### config.mk
export PLATFORM = sky130hd
export DESIGN_NAME = watch_mode_ctrl
export DESIGN_NICKNAME = d
export VERILOG_FILES = /design/src/rtl/watch_mode_ctrl.sv
export SDC_FILE = /design/constraint.sdc
export NUM_CORES = 1
export LEC_CHECK = 0
export BUFFER_PORTS_ARGS = -buffer_cell sky130_fd_sc_hd__buf_4
export CAP_MARGIN = 15
export CORE_AREA = 2 2 42 82
export CTS_BUF_LIST = sky130_fd_sc_hd__clkbuf_4 sky130_fd_sc_hd__clkbuf_8
export CTS_CLUSTER_DIAMETER = 30
export DETAILED_ROUTE_END_ITERATION = 8
export DIE_AREA = 0 0 44 84
export HOLD_SLACK_MARGIN = 0.15
export SYNTH_ARGS = -nofsm -noshare
export SYNTH_HDL_FRONTEND = slang
export SYNTH_SLANG_ARGS = --single-unit
### constraint.sdc
create_clock -name clk -period 2 [get_ports clk]
set_input_delay 0.1 -clock clk [delete_from_list [all_inputs] [get_ports clk]]
set_output_delay 0.1 -clock clk [all_outputs]
set_load 0.05 [all_outputs]
### src/rtl/watch_mode_ctrl.sv
// watch_mode_ctrl
// ---------------------------------------------------------------------------
// Button-driven mode and time-set controller. Debounced button levels become
// mode state, one-clock hour/minute adjust pulses (with optional auto-repeat),
// stopwatch run/clear controls and display blink blanking.
//
// Optional feature macro: WATCH_AUTOREPEAT_EN
//   defined   -> holding exactly one of up/down auto-repeats the adjust pulse
//   undefined -> one pulse per press, REPEAT_DELAY/REPEAT_PERIOD unused
//
// Ports
//   clk            system clock
//   reset          synchronous, active-high reset
//   tick_1hz       one-clock strobe, once per second
//   btn_mode/up/down/start  debounced, synchronized levels (1 = pressed)
//   mode           0 TIME, 1 SET_HOUR, 2 SET_MIN, 3 STOPWATCH
//   clock_enable   1 = show time, 0 = show stopwatch
//   hour_inc/hour_dec/min_inc/min_dec  one-clock adjust pulses
//   sw_run         stopwatch running level
//   sw_clear       one-clock stopwatch clear pulse
//   blank_hours/blank_mins  blink blanking for the digit being set
// ---------------------------------------------------------------------------
module watch_mode_ctrl #(
    parameter int REPEAT_DELAY  = 8,
    parameter int REPEAT_PERIOD = 4,
    parameter int TIMEOUT_SEC   = 10
) (
    input  logic       clk,
    input  logic       reset,
    input  logic       tick_1hz,
    input  logic       btn_mode,
    input  logic       btn_up,
    input  logic       btn_down,
    input  logic       btn_start,
    output logic [1:0] mode,
    output logic       clock_enable,
    output logic       hour_inc,
    output logic       hour_dec,
    output logic       min_inc,
    output logic       min_dec,
    output logic       sw_run,
    output logic       sw_clear,
    output logic       blank_hours,
    output logic       blank_mins
);

    localparam logic [1:0] M_TIME     = 2'd0;
    localparam logic [1:0] M_SET_HOUR = 2'd1;
    localparam logic [1:0] M_SET_MIN  = 2'd2;
    localparam logic [1:0] M_SW       = 2'd3;

    localparam int B_MODE  = 0;
    localparam int B_UP    = 1;
    localparam int B_DOWN  = 2;
    localparam int B_START = 3;

    // Timeout counter runs 0..TIMEOUT_SEC-1; the tick that would reach
    // TIMEOUT_SEC performs the return to TIME instead.
    localparam int             TW       = (TIMEOUT_SEC > 1) ? $clog2(TIMEOUT_SEC) : 1;
    localparam logic [TW-1:0]  TMO_LAST = TW'(TIMEOUT_SEC - 1);

    if (REPEAT_DELAY < 2 || REPEAT_PERIOD < 2 || TIMEOUT_SEC < 1) begin : g_bad_param
        $error("watch_mode_ctrl: parameter below its minimum");
    end

    genvar gi;

    // ---------------- input sampling ----------------
    logic [3:0]    w_btn_raw;
    logic [3:0]    r_btn;
    logic [3:0]    r_prev;
    logic [3:0]    r_block;   // button seen held since reset; no edge until released
    logic [3:0]    w_edge;
    logic          r_tick;

    assign w_btn_raw = {btn_start, btn_down, btn_up, btn_mode};

    for (gi = 0; gi < 4; gi++) begin : g_edge
        assign w_edge[gi] = r_btn[gi] & ~r_prev[gi] & ~r_block[gi];
    end

    // ---------------- state ----------------
    logic [1:0]    r_mode;
    logic [TW-1:0] r_tmo;
    logic          r_phase;
    logic          r_inhibit;
    logic          r_sw_run;

    logic [1:0]    w_mode_next;
    logic [TW-1:0] w_tmo_next;
    logic          w_phase_next;
    logic          w_inhibit_next;
    logic          w_run_next;
    logic          w_fire_up;
    logic          w_fire_down;
    logic          w_fire_clear;
    logic          w_conflict;

`ifdef WATCH_AUTOREPEAT_EN
    localparam int HMAX = (REPEAT_DELAY > REPEAT_PERIOD) ? REPEAT_DELAY : REPEAT_PERIOD;
    localparam int HW   = $clog2(HMAX);

    logic          r_hold_act;
    logic          r_hold_dir;    // 0 = up, 1 = down
    logic [HW-1:0] r_hold_cnt;    // cycles left until the next repeat pulse
    logic          w_hold_act_next;
    logic          w_hold_dir_next;
    logic [HW-1:0] w_hold_cnt_next;
    logic          w_held_same;
    logic          w_held_other;

    assign w_held_same  = r_hold_dir ? r_btn[B_DOWN] : r_btn[B_UP];
    assign w_held_other = r_hold_dir ? r_btn[B_UP]   : r_btn[B_DOWN];
`endif

    // ---------------- output registers ----------------
    logic r_clock_enable, r_hour_inc, r_hour_dec, r_min_inc, r_min_dec;
    logic r_sw_clear, r_blank_hours, r_blank_mins;
    logic w_clock_enable_next, w_hour_inc_next, w_hour_dec_next;
    logic w_min_inc_next, w_min_dec_next, w_sw_clear_next;
    logic w_blank_hours_next, w_blank_mins_next;

    // An edge on one of up/down while the other is held (or both together).
    assign w_conflict = (w_edge[B_UP] & r_btn[B_DOWN]) | (w_edge[B_DOWN] & r_btn[B_UP]);

    // ---------------- state register ----------------
    always_ff @(posedge clk) begin
        if (reset) begin
            r_btn          <= '0;
            r_prev         <= '0;
            r_block        <= '1;
            r_tick         <= 1'b0;
            r_mode         <= M_TIME;
            r_tmo          <= '0;
            r_phase        <= 1'b0;
            r_inhibit      <= 1'b0;
            r_sw_run       <= 1'b0;
            r_clock_enable <= 1'b1;
            r_hour_inc     <= 1'b0;
            r_hour_dec     <= 1'b0;
            r_min_inc      <= 1'b0;
            r_min_dec      <= 1'b0;
            r_sw_clear     <= 1'b0;
            r_blank_hours  <= 1'b0;
            r_blank_mins   <= 1'b0;
`ifdef WATCH_AUTOREPEAT_EN
            r_hold_act     <= 1'b0;
            r_hold_dir     <= 1'b0;
            r_hold_cnt     <= '0;
`endif
        end else begin
            r_btn          <= w_btn_raw;
            r_prev         <= r_btn;
            r_block        <= r_block & w_btn_raw;
            r_tick         <= tick_1hz;
            r_mode         <= w_mode_next;
            r_tmo          <= w_tmo_next;
            r_phase        <= w_phase_next;
            r_inhibit      <= w_inhibit_next;
            r_sw_run       <= w_run_next;
            r_clock_enable <= w_clock_enable_next;
            r_hour_inc     <= w_hour_inc_next;
            r_hour_dec     <= w_hour_dec_next;
            r_min_inc      <= w_min_inc_next;
            r_min_dec      <= w_min_dec_next;
            r_sw_clear     <= w_sw_clear_next;
            r_blank_hours  <= w_blank_hours_next;
            r_blank_mins   <= w_blank_mins_next;
`ifdef WATCH_AUTOREPEAT_EN
            r_hold_act     <= w_hold_act_next;
            r_hold_dir     <= w_hold_dir_next;
            r_hold_cnt     <= w_hold_cnt_next;
`endif
        end
    end

    // ---------------- next-state logic ----------------
    always_comb begin
        w_mode_next     = r_mode;
        w_tmo_next      = r_tmo;
        w_phase_next    = r_phase;
        w_inhibit_next  = r_inhibit;
        w_run_next      = r_sw_run;
        w_fire_up       = 1'b0;
        w_fire_down     = 1'b0;
        w_fire_clear    = 1'b0;
`ifdef WATCH_AUTOREPEAT_EN
        w_hold_act_next = r_hold_act;
        w_hold_dir_next = r_hold_dir;
        w_hold_cnt_next = r_hold_cnt;
`endif
        if (!r_btn[B_UP] && !r_btn[B_DOWN])
            w_inhibit_next = 1'b0;

        if (r_mode == M_SW && w_edge[B_START])
            w_run_next = ~r_sw_run;

        if (w_edge[B_MODE]) begin
            // Mode advance wins over up/down edges and restarts all counters.
            w_mode_next  = r_mode + 2'd1;
            w_tmo_next   = '0;
            w_phase_next = 1'b0;
`ifdef WATCH_AUTOREPEAT_EN
            w_hold_act_next = 1'b0;
`endif
        end else begin
            case (r_mode)
                M_SET_HOUR, M_SET_MIN: begin
                    if (w_conflict) begin
                        w_inhibit_next = 1'b1;
`ifdef WATCH_AUTOREPEAT_EN
                        w_hold_act_next = 1'b0;
`endif
                    end else if (w_edge[B_UP] || w_edge[B_DOWN]) begin
                        w_fire_up   = w_edge[B_UP];
                        w_fire_down = w_edge[B_DOWN];
`ifdef WATCH_AUTOREPEAT_EN
                        w_hold_act_next = ~r_inhibit;
                        w_hold_dir_next = w_edge[B_DOWN];
                        w_hold_cnt_next = HW'(REPEAT_DELAY - 1);
`endif
                    end
`ifdef WATCH_AUTOREPEAT_EN
                    else if (r_hold_act) begin
                        // Repeat only while the same single button is still held.
                        if (!w_held_same || w_held_other) begin
                            w_hold_act_next = 1'b0;
                        end else if (r_hold_cnt == '0) begin
                            w_fire_up       = ~r_hold_dir;
                            w_fire_down     = r_hold_dir;
                            w_hold_cnt_next = HW'(REPEAT_PERIOD - 1);
                        end else begin
                            w_hold_cnt_next = r_hold_cnt - 1'b1;
                        end
                    end
`endif
                    if (r_tick)
                        w_phase_next = ~r_phase;
                    if (|r_btn) begin
                        w_tmo_next = '0;
                    end else if (r_tick) begin
                        if (r_tmo == TMO_LAST) begin
                            w_mode_next  = M_TIME;
                            w_tmo_next   = '0;
                            w_phase_next = 1'b0;
`ifdef WATCH_AUTOREPEAT_EN
                            w_hold_act_next = 1'b0;
`endif
                        end else begin
                            w_tmo_next = r_tmo + 1'b1;
                        end
                    end
                end
                M_SW: begin
                    if (w_edge[B_DOWN] && !r_sw_run)
                        w_fire_clear = 1'b1;
                end
                default: ;
            endcase
        end
    end

    // ---------------- output logic ----------------
    always_comb begin
        w_clock_enable_next = (w_mode_next != M_SW);
        w_hour_inc_next     = (r_mode == M_SET_HOUR) & w_fire_up;
        w_hour_dec_next     = (r_mode == M_SET_HOUR) & w_fire_down;
        w_min_inc_next      = (r_mode == M_SET_MIN)  & w_fire_up;
        w_min_dec_next      = (r_mode == M_SET_MIN)  & w_fire_down;
        w_sw_clear_next     = w_fire_clear;
        w_blank_hours_next  = (w_mode_next == M_SET_HOUR) & w_phase_next
                              & ~(r_btn[B_UP] | r_btn[B_DOWN]);
        w_blank_mins_next   = (w_mode_next == M_SET_MIN) & w_phase_next
                              & ~(r_btn[B_UP] | r_btn[B_DOWN]);
    end

    assign mode         = r_mode;
    assign clock_enable = r_clock_enable;
    assign hour_inc     = r_hour_inc;
    assign hour_dec     = r_hour_dec;
    assign min_inc      = r_min_inc;
    assign min_dec      = r_min_dec;
    assign sw_run       = r_sw_run;
    assign sw_clear     = r_sw_clear;
    assign blank_hours  = r_blank_hours;
    assign blank_mins   = r_blank_mins;

endmodule

# [After elaboration in Yosys (flattened, before gate mapping)]
# Cells that the tools add are included.
[word_totals] regBits=29 inputBits=7
[op_classes] addsub=2 eq_ne=7 mux=23 bitwise=33 reduce_logical=10
[ops] op="1-bit bitwise AND" n=18
[ops] op="1-bit 2-to-1 mux" n=15
[ops] op="4-bit 2-to-1 mux" n=3
[ops] op="1-bit inverter" n=12
[ops] op="2-bit 2-to-1 mux" n=5
[ops] op="2-bit equality test (second input constant)" n=3
[ops] op="4-bit by 1-bit adder with 4-bit output (second input constant)" n=1
[ops] op="4-bit bitwise AND" n=1
[ops] op="2-bit by 1-bit equality test with 1-bit output (second input constant)" n=2
[ops] op="4-bit equality test (second input constant)" n=1
[ops] op="2-bit OR reduction" n=2
[ops] op="4-bit OR reduction" n=1
[ops] op="3-bit OR reduction" n=1
[ops] op="2-bit by 1-bit adder with 2-bit output (second input constant)" n=1
[ops] op="1-bit logical AND" n=2
[ops] op="2-bit != test (second input constant)" n=1
[ops] op="1-bit OR" n=2
[ops] op="2-bit AND reduction" n=1
[ops] op="2-bit nonzero test" n=1
[ops] op="1-bit logical NOT" n=1
[ops] op="1-bit logical OR" n=1

# [Depth between registers and ports, before layout]
# Gate-level depths: netlist (run 1).
[depth] ltp_word=9 depth_mapped=7

# [Least setup slack after synthesis (run 1)]
# No wires, ideal clock.
[synth_timing] kind="reg-to-reg" start="register r_mode[0], in the netlist mode[0]" end="register r_blank_mins, in the netlist blank_mins" arrival_ps=2063 required_ps=1941 slack_ps=-123 stages_incl_launch_ff=8 n_path_buf=1 cell_sequence="dfxtp_1 inv_2 ha_1 clkbuf_1 nor2b_1 a311o_2 mux2i_1 and3_1"
[synth_via] elab_chain_len=8 word_cells_on_any_way=14
[synth_rtl] element="start, declared" line_no="83" text="logic [1:0] r_mode;"
[synth_rtl] element="start signal, assigned" line_no="156" text="r_mode <= w_mode_next;"
[synth_rtl] element="2-bit 2-to-1 mux" line_no="242" text="if (r_tmo == TMO_LAST) begin"
[synth_rtl] element="2-bit 2-to-1 mux" line_no="241" text="end else if (r_tick) begin"
[synth_rtl] element="2-bit 2-to-1 mux" line_no="239" text="if (|r_btn) begin"
[synth_rtl] element="2-bit 2-to-1 mux" line_no="207" text="case (r_mode)"
[synth_rtl] element="2-bit 2-to-1 mux" line_no="198" text="if (w_edge[B_MODE]) begin"
[synth_rtl] element="2-bit equality test" line_no="273" text="w_blank_mins_next = (w_mode_next == M_SET_MIN) & w_phase_next"
[synth_rtl] element="1-bit bitwise AND (*)" line_no="273"
[synth_rtl] element="1-bit bitwise AND (*)" line_no="274" text="& ~(r_btn[B_UP] | r_btn[B_DOWN]);"
[synth_rtl] element="end signal, assigned" line_no="168" text="r_blank_mins <= w_blank_mins_next;"
[synth_rtl] element="end, declared" line_no="118" text="logic r_sw_clear, r_blank_hours, r_blank_mins;"
# Every way passes the cells marked *; elsewhere a longest branch is shown, timed or not.
# A chain may end at the register's enable or synchronous reset.

# [Worst setup path in the final report (run 1)]
# Ends and elaborated chain as after synthesis.

==> results of run 1 <==
cell type report:
cell class                 instances  area [um^2]  area share
clock buffer                       5        68.82     0.04572
clock inverter                     3        65.06     0.04323
inverter                           4        15.01    0.009975
multi-input combinational         75        538.0      0.3574
sequential                        29        581.8      0.3865
tap                               31        38.79     0.02577
timing repair buffer              24        197.7      0.1313
how the worst min path moves through the flow:
stage	endpoint	slack [ns]	depth (start not counted)
after floorplan	r_block[1]	0.21	1
after global placement	r_block[3]	0.30	2
after detailed placement	r_block[1]	0.30	2
after CTS	r_block[2]	0.47	1
after global routing	r_block[2]	0.49	1
final	r_block[2]	0.46	1
power by group:
group | switching (mW) | leakage, nW | internal, mW | total [mW]
Sequential | 0.0175 | 0.238 | 0.596 | 0.613
Combinational | 0.0374 | 0.316 | 0.0453 | 0.0826
Clock | 0.211 | 0.0681 | 0.494 | 0.706
through the flow:
| step | hold slack (ns) | util | std cells |
|---|---|---|---|
| CTS | 0.4702 | 0.4824 | 171 |
| global placement | 0.3006 | 0.4170 | 156 |
| finish | 0.4605 | 0.4824 | 171 |
| floorplan | 0.2104 | - | 111 |
| detailed placement | 0.3049 | 0.4170 | 156 |
| global route | 0.4914 | 0.4824 | 171 |
repair_timing:
item	CTS	global route
hold endpoints to repair	13	0
setup buffers	0	0
hold buffers	7	0
synthesized netlist by cell type, drive strengths merged, types with 3 or more instances:
| cell | number | share of area |
|---|---|---|
| nand2 | 4 | 0.013 |
| a21oi | 3 | 0.013 |
| nor2b | 11 | 0.062 |
| nand2b | 6 | 0.033 |
| clkbuf | 3 | 0.0098 |
| ha | 5 | 0.055 |
| inv | 3 | 0.0098 |
| xnor2 | 4 | 0.031 |
| a21o | 4 | 0.026 |
| nor2 | 16 | 0.052 |
| dfxtp | 29 | 0.51 |
registers in the layout (all words and copies together), names as in the netlist:
| signal | flops |
|---|---|
| r_block | 4 |
| r_btn | 4 |
| r_prev | 4 |
| r_tmo | 4 |
| mode | 2 |
| blank_hours | 1 |
| blank_mins | 1 |
| clock_enable | 1 |
| hour_dec | 1 |
| hour_inc | 1 |
| min_dec | 1 |
| min_inc | 1 |
| r_phase | 1 |
| r_tick | 1 |
| sw_clear | 1 |
| sw_run | 1 |
cells by family after synthesis:
kind of cell               after synthesis  share of synthesized area
AOI/OAI and AO/OA                       17                     0.1169
xor gates and xnor gates                 4                    0.03060
adders and majority gates                5                    0.05464
buffers and inverters                    7                    0.02295
DFF                                     29                     0.5071
muxes                                    2                    0.01749
and+or+nand+nor                         47                     0.2503
routing by layer:
layer	global-route usage	vias to the layer above	wire length [um]
met5	0	-	0
met4	0.09917	0	74
met3	0.04545	5	95
met2	0.2112	18	1036
met1	0.1181	374	714
li1	-	428	-
==> metrics, run 1 <==
Starting DRT DRC Count 9; fin. max-slew vios 0; delay-heaviest family, CP adder cells; # H-tree levels 2; cell area power density around 930 nW/um^2; Die Wd between 40 and 50 um; Clock Pin Slew Worst Setup and Hold Paths 0.06 ns; clock root cell clkbuf_8; area grow syn2layout 31.48%; final worst path period share 0.8837; crit end category flip-flop; Final setup viols 0; FF-to-FF Start mode[0]; outcome finished clean; syn_area_per_cell between 10 and 15 um^2; Post-synth EDFFs 0; leakage power about 0.62 nW; top_reg_cell synth dfxtp_1; share of flip-flops with an asynchronous set or reset 0; pin count of the biggest net entering global routing 22; Cell Chain, Critical Path inv_2 -> ha_1 -> nor2b_1 -> a311o_2 -> mux2i_1 -> and3_1; Port-buffer cells 17; # rows 29; clock sinks 29; via/cell ratio 4.825; DRC viols 0; Skew-Pair Late Insertion Delay about 0.28 ns; WP data required between 2 and 2.5 ns; initial antenna violation count 0; core area 3120 um^2; CP max stage delay roughly 0.45 ns; Worst Skew approximately 0.0055 ns; Die Area roughly 3700 um^2; GR Util All Layers 0.1274; Seq/Total Area, Yosys 0.5071; total power draw around 1.4 mW; Tmin final 1.767 ns; gpl congestion 0.7194; Starting Density 0.3669; crit path from mode[0]; Setup TNS 0 ns; vias around 830; first-pass GRT wire length between 3 and 4 mm; Worst Max-Slew Pin Slew roughly 0.43 ns; cts bufs inserted 5; #FFs+latches synth 29; WL final between 1.5 and 2 mm; Cells after Synth 111; most common cell after layout, fill and taps aside dfxtp_1; HP Start r_block[2]; fillers between 200 and 300; CTS tree built; endpoints failing hold 0; ANT cells 0; critical path arrival approximately 2.0 ns; Final WS setup roughly 0.23 ns; Routed Antenna Nets 0; Netlist Area Pre-Place approximately 1100 um^2; Reg2Reg Depth 6; Syn Nets around 120; layout cells sized above 1 0.2500; Max Fclk roughly 0.57 GHz; DR WL/cell between 10 and 15 um; cts repair resizes 0; Ys Warns 0; critical path class flip-flop to flip-flop; 1st-pass router iterations 2; Worst path slowest cell ha_1; pre-CTS setup slack 0.2637 ns; Setup crit start kind flip-flop; most frequent cells in the layout 28 x dfxtp_1, 17 x buf_4, 16 x nor2_1; Hold Path Class flip-flop to flip-flop; GRT overflow 0; CP Max Fanout 10; CP endpoint blank_mins; Post-DP HPWL ~1.4 mm; Distinct cells, synth 32; critical path depth 6; Placement Cell Area roughly 1300 um^2; nets about 150; maximum vdd ir drop between 500 and 600 uV; r2r endpoint blank_mins; RSZ-0062 raised after global routing no; crit path buf inv count 1; design area 1505 um^2; R2R setup slack approximately 0.23 ns; Rel. slew slack 0.7121; number of global-route vias before repair 799; Ports 18; number of max-cap violations 0; Die H between 80 and 90 um; Max clock buf depth 2
(Power assumes the default switching activity.)
==> run 2: changes to the inputs <==
--- a/config.mk
+++ b/config.mk
@@ -5,13 +5,14 @@
 export SDC_FILE = /design/constraint.sdc
 export NUM_CORES = 1
 export LEC_CHECK = 0
+export ABC_AREA = 1
 export BUFFER_PORTS_ARGS = -buffer_cell sky130_fd_sc_hd__buf_4
 export CAP_MARGIN = 15
-export CORE_AREA = 2 2 42 82
+export CORE_AREA = 2 2 43 84
 export CTS_BUF_LIST = sky130_fd_sc_hd__clkbuf_4 sky130_fd_sc_hd__clkbuf_8
 export CTS_CLUSTER_DIAMETER = 30
 export DETAILED_ROUTE_END_ITERATION = 8
-export DIE_AREA = 0 0 44 84
+export DIE_AREA = 0 0 45 86
 export HOLD_SLACK_MARGIN = 0.15
 export SYNTH_ARGS = -nofsm -noshare
 export SYNTH_HDL_FRONTEND = slang
==> run 2 against run 1 <==
Against the previous run: non-clock buffer count stayed put; wire length up 26%; area after synthesis is 5.0% higher; via count is 23% higher; global-route usage up 2.0 points; sequential power fell by 1%; core utilization fell by 0.59 points; largest power group is now registers; register-to-register slack better by 0.19 ns; highest routed layer unchanged; combinational power increased by 16%; clock power decreased by 33%.
==> metrics, run 2 <==
Final WS setup 0.4204 ns (was 0.2326 ns); first-pass GRT wire length 4.064 mm (was 3.360 mm); Tmin final 1.580 ns (was 1.767 ns); Die Wd 45 um (was 44 um); cts bufs inserted 5 (unchanged); most frequent cell after synthesis nand2_1 (was dfxtp_1); # H-tree levels 2 (unchanged); Skew-Pair Late Insertion Delay 0.28 ns (about the same); Final setup viols 0 (unchanged); # rows 29 (unchanged); DR WL/cell 11.17 um (was 11.23 um); Final Non-Filler Cells 216 (was 171); multi-input logic area 520.5 um^2 (was 538.0 um^2); maximum vdd ir drop 500.4 uV (was 577.1 uV); syn_area_per_cell 7.808 um^2 (was 10.31 um^2); leakage power 0.7348 nW (was 0.6217 nW); Setup TNS 0 ns (unchanged); Port-buffer cells 17 (unchanged); pre-CTS setup slack 0.4175 ns (was 0.2637 ns); Die H 86 um (was 84 um); endpoints failing hold 0 (unchanged); most common cell after layout, fill and taps aside nand2_1 (was dfxtp_1); commonest cells in the netlist 36 x nand2_1, 29 x dfxtp_1, 28 x nor2_1, 23 x inv_1 (was 29 x dfxtp_1, 16 x nor2_1, 10 x nor2b_1, 6 x nand2b_1, 5 x ha_1); design area 1521 um^2 (was 1505 um^2); total power draw 1.174 mW (was 1.402 mW); ANT cells 0 (unchanged); WL final 2.412 mm (was 1.920 mm); CTS tree built (unchanged); initial antenna violation count 0 (unchanged); gpl congestion 0.8104 (was 0.7194); CP Max Fanout 8 (was 10); 1st-pass router iterations 4 (was 2); vias 1017 (was 825); Max clock buf depth 2 (unchanged); number of global-route vias before repair 1008 (was 799); DRC viols 0 (unchanged); Distinct cells, synth 23 (was 32); crit end category flip-flop (unchanged); cell taking the most area after synthesis dfxtp_1 (unchanged); Die Area 3870 um^2 (was 3696 um^2); Seq/Total Area, Yosys 0.4828 (was 0.5071); outcome finished clean (unchanged); Worst Max-Slew Pin Slew 0.3519 ns (was 0.4286 ns); GRT overflow 0 (unchanged); Cells after Synth 154 (was 111); clock sinks 29 (unchanged); share of flip-flops with an asynchronous set or reset 0 (unchanged); Core Util, Final 0.4765 (was 0.4824); Min Hold Slack 0.4448 ns (was 0.4605 ns); Post-synth EDFFs 0 (unchanged); Ports 18 (unchanged); fillers 330 (was 293); core area 3193 um^2 (was 3120 um^2); Ys Warns 0 (unchanged); RSZ-0062 raised after global routing no (unchanged); final worst path period share 0.7898 (was 0.8837); via/cell ratio 4.708 (was 4.825); Rel. slew slack 0.7632 (was 0.7121); setup bufs post-CTS 0 (unchanged); most frequent cells in the layout 36 x nand2_1, 29 x dfxtp_1, 28 x nor2_1 (was 28 x dfxtp_1, 17 x buf_4, 16 x nor2_1); Placement Cell Area 1365 um^2 (was 1301 um^2); #FFs+latches synth 29 (unchanged); post-synth top area share 0.4828 (was 0.5071); GR Util All Layers 0.1476 (was 0.1274); area grow syn2layout 26.53% (was 31.48%); cell area power density 771.5 nW/um^2 (was 931.3 nW/um^2); Starting Density 0.3766 (was 0.3669); Starting DRT DRC Count 8 (was 9); Clock Pin Slew Worst Setup and Hold Paths 0.06 ns (about the same); Synth area leaders dfxtp_1 48%, nand2_1 11%, nor2_1 8.7% (was dfxtp_1 51%, ha_1 5.5%, nor2b_1 5.5%); critical path arrival 1.80 ns (was 1.98 ns); Netlist Area Pre-Place 1202 um^2 (was 1145 um^2); Syn Nets 166 (was 123); post-placement cell count 201 (was 156); number of max-cap violations 0 (unchanged); Post-DP HPWL 1.883 mm (was 1.447 mm); register area 580.6 um^2 (was 581.8 um^2); Routed Antenna Nets 0 (unchanged); Worst Skew 0.002001 ns (was 0.005544 ns); Hold Path Class flip-flop to flip-flop (unchanged); layout cells sized above 1 0.2108 (was 0.2500); critical path class flip-flop to flip-flop (unchanged); Setup crit start kind flip-flop (unchanged); top_reg_cell synth dfxtp_1 (unchanged); WP data required 2.22 ns (about the same); fin. max-slew vios 0 (unchanged); Max Fclk 0.6331 GHz (was 0.5658 GHz); clock root cell clkbuf_8 (unchanged); nets 196 (was 151); pin count of the biggest net entering global routing 13 (was 22)
[run 2: layout make-up]
class	instances	area share
multi-input combinational	98	0.3421
clock buffer	6	0.05016
inverter	26	0.06414
clock inverter	2	0.006579
timing repair buffer	24	0.1299
sequential	29	0.3816
tap	31	0.02549
[run 2: path summary, 6_finish.rpt]
check	start	endpoint	slack [ns]	cells past startpoint
worst max-delay path	mode[0]	blank_mins	0.42	9
worst min-delay path	r_block[1]	r_block[1]	0.44	2
worst max register to register	mode[0]	blank_mins	0.42	9
worst min register to register	r_block[1]	r_block[1]	0.44	2
[run 2: critical path, cell delays in order (launching register included)]
cell	delay [ns]
dfxtp_1	0.41
inv_1	0.07
ha_1	0.33
inv_2	0.15
nand2_4	0.08
nor2_4	0.12
nand2_4	0.07
a21oi_2	0.14
nand2_1	0.07
nor2_1	0.08
[run 2: timing repair]
action                                 CTS  global route
endpoints found under the hold margin   16             0
setup endpoints to repair                0             0
hold buffers                             7             0
gates resized for setup                  0             0
[run 2: layer usage]
layer | up-vias | GRT usage | wire length (um)
met2 | 18 | 0.2649 | 1380
li1 | 526 | - | -
met1 | 461 | 0.1209 | 818
met5 | - | 0 | 0
met3 | 12 | 0.04000 | 79
met4 | 0 | 0.1230 | 133
[run 2: cells by family after synthesis]
family,Yosys count,synth area share
AND/OR/NAND/NOR,85,0.3371
XOR/XNOR,1,0.007285
buffers and inverters,27,0.08428
adder cells (fa/ha/maj),5,0.05203
flip-flops,29,0.4828
AO/OA/AOI/OAI,7,0.03642
[run 2: power breakdown]
group / internal, mW / switching [mW]
combinational: 0.0388 / 0.0569
sequential: 0.595 / 0.00947
clock: 0.254 / 0.220
==> run 3: changes to the inputs <==
--- a/config.mk
+++ b/config.mk
@@ -5,14 +5,14 @@
 export SDC_FILE = /design/constraint.sdc
 export NUM_CORES = 1
 export LEC_CHECK = 0
-export ABC_AREA = 1
+export ABC_AREA = 0
 export BUFFER_PORTS_ARGS = -buffer_cell sky130_fd_sc_hd__buf_4
 export CAP_MARGIN = 15
-export CORE_AREA = 2 2 43 84
+export CORE_AREA = 2 2 42 82
 export CTS_BUF_LIST = sky130_fd_sc_hd__clkbuf_4 sky130_fd_sc_hd__clkbuf_8
 export CTS_CLUSTER_DIAMETER = 30
 export DETAILED_ROUTE_END_ITERATION = 8
-export DIE_AREA = 0 0 45 86
+export DIE_AREA = 0 0 44 84
 export HOLD_SLACK_MARGIN = 0.15
 export SYNTH_ARGS = -nofsm -noshare
 export SYNTH_HDL_FRONTEND = slang
==> constraint.sdc (replaced) <==
create_clock -name clk -period 1.3 [get_ports clk]
set_input_delay 0.065 -clock clk [delete_from_list [all_inputs] [get_ports clk]]
set_output_delay 0.065 -clock clk [all_outputs]
set_load 0.05 [all_outputs]
==> run 3 against run 2 <==
Against the previous run: the flow now finishes with violations (setup timing); register-to-register slack worse by 0.58 ns; worst hold slack gained 0.019 ns; first-iteration DRC count rose by 13%; global-route usage is 1.1 points higher; highest routed layer unchanged.
==> metrics, run 3 (synthesized netlist as in run 1, its figures left out) <==
multi-input logic area 651.9 um^2 (was 520.5 um^2); core area 3120 um^2 (was 3193 um^2); leakage power 0.7437 nW (was 0.7348 nW); final worst path period share 1.125 (was 0.7898); GR Util All Layers 0.1585 (was 0.1476); critical path class flip-flop to flip-flop (unchanged); Final WS setup -0.1630 ns (was 0.4204 ns); Skew-Pair Late Insertion Delay 0.27 ns (was 0.28 ns); RSZ-0062 raised after global routing yes (was no); Comb power frac 0.118 (was 0.082); Placement Cell Area 1469 um^2 (was 1365 um^2); Net Switching 0.4260 mW (was 0.2866 mW); Tmin final 1.463 ns (was 1.580 ns); most common cell after layout, fill and taps aside buf_4 (was nand2_1); part of the power in registers 0.492 (was 0.515); CTS tree built (unchanged); pin count of the biggest net entering global routing 22 (was 13); WP data required 1.52 ns (was 2.22 ns); CP Max Fanout 5 (was 8); Die Area 3696 um^2 (was 3870 um^2); WL final 2.678 mm (was 2.412 mm); via/cell ratio 4.927 (was 4.708); clock power share 0.390 (was 0.404); # rows 29 (unchanged); Starting Density 0.3669 (was 0.3766); Worst Max-Slew Pin Slew 0.2862 ns (was 0.3519 ns); crit end category flip-flop (unchanged); Worst Skew 0.003628 ns (was 0.002001 ns); GRT overflow 0 (unchanged); design area 1770 um^2 (was 1521 um^2); fin. max-slew vios 0 (unchanged); clock sinks 29 (unchanged); most frequent cells in the layout 38 x buf_4, 25 x dfxtp_1, 14 x nor2_1 (was 36 x nand2_1, 29 x dfxtp_1, 28 x nor2_1); # H-tree levels 2 (unchanged); ANT cells 0 (unchanged); Routed Antenna Nets 0 (unchanged); Pint 1.477 mW (was 0.8873 mW); 1st-pass router iterations 4 (unchanged); Min Hold Slack 0.4636 ns (was 0.4448 ns); initial antenna violation count 0 (unchanged); Clock Pin Slew Worst Setup and Hold Paths 0.06 ns (about the same); cell area power density 1075 nW/um^2 (was 771.5 nW/um^2); outcome finished, violations left (was finished clean); endpoints failing hold 0 (unchanged); Ports 18 (unchanged); critical path arrival 1.68 ns (was 1.80 ns); first-pass GRT wire length 4.250 mm (was 4.064 mm); total power draw 1.903 mW (was 1.174 mW); vias 951 (was 1017); DRC viols 0 (unchanged); Core Util, Final 0.5674 (was 0.4765); Switching Fraction 0.2239 (was 0.2441); Final setup viols 11 (was 0); clock root cell clkbuf_8 (unchanged); cts bufs inserted 5 (unchanged); fillers 295 (was 330); Die H 84 um (was 86 um); gpl congestion 0.7965 (was 0.8104); failing checks setup timing; area grow syn2layout 54.64% (was 26.53%); Max Fclk 0.6835 GHz (was 0.6331 GHz); number of global-route vias before repair 952 (was 1008); layout cells sized above 1 0.4753 (was 0.2108); Post-DP HPWL 1.879 mm (was 1.883 mm); Rel. slew slack 0.8077 (was 0.7632); nets 174 (was 196); Starting DRT DRC Count 9 (was 8); register area 593.1 um^2 (was 580.6 um^2); Hold Path Class flip-flop to flip-flop (unchanged); DR WL/cell 13.88 um (was 11.17 um); Port-buffer cells 17 (unchanged); maximum vdd ir drop 711.8 uV (was 500.4 uV); number of max-cap violations 0 (unchanged); Setup crit start kind flip-flop (unchanged); Die Wd 44 um (was 45 um); Max clock buf depth 2 (unchanged)
## run 3: final timing paths
path	from	end	slack (ns)	depth (start not counted)
setup / recovery	mode[0]	blank_mins	-0.16	6
hold / removal	r_block[2]	r_block[2]	0.46	1
setup reg to reg	mode[0]	blank_mins	-0.16	6
hold reg to reg	r_block[2]	r_block[2]	0.46	1
## run 3: cell type report
class | instances | area share
tap | 31 | 0.02191
clock buffer | 7 | 0.05088
sequential | 29 | 0.3350
multi-input combinational | 75 | 0.3682
inverter | 4 | 0.009894
timing repair buffer | 47 | 0.2141
## run 3: repair_timing
action / CTS / global route
buffers inserted: 5 / 1
gates resized for setup: 12 / 13
endpoints found under the hold margin: 15 / 0
hold buffers: 6 / 0
pin swaps: 6 / 9
endpoints found under the setup margin: 12 / 13
## run 3: metrics by stage
stage	worst slack (ns)	setup TNS, ns	instances
6_report	-0.1630	-1.180	193
5_1_grt	-0.2398	-1.939	193
4_1_cts	-0.1821	-1.246	192
3_5_place_dp	-0.1997	-0.9622	174
3_3_place_gp	-0.1641	-0.6931	174
2_1_floorplan	-0.3309	-2.316	111
## run 3: power groups by stage
stage | registers (mW) | clock network (mW) | logic [mW]
global route | 0.937 | 0.798 | 0.242
finish | 0.935 | 0.743 | 0.225
global placement | 0.952 | 0 | 0.158
detailed placement | 0.954 | 0 | 0.163
floorplan | 0.962 | 0 | 0.0815
CTS | 0.935 | 0.765 | 0.203
## run 3: layer usage
| layer | GRT usage | vias up | part of all wire |
|---|---|---|---|
| met5 | 0 | - | 0 |
| li1 | - | 474 | - |
| met4 | 0.09366 | 0 | 0.024 |
| met2 | 0.2848 | 15 | 0.61 |
| met1 | 0.1502 | 456 | 0.33 |
| met3 | 0.03896 | 6 | 0.030 |
## run 3: critical path: stages (launching register included)
cell and delay, ns:
dfxtp_4 0.35, inv_4 0.04, ha_4 0.29, nor2b_4 0.05
a311o_2 0.38, mux2i_1 0.15, and3_1 0.16
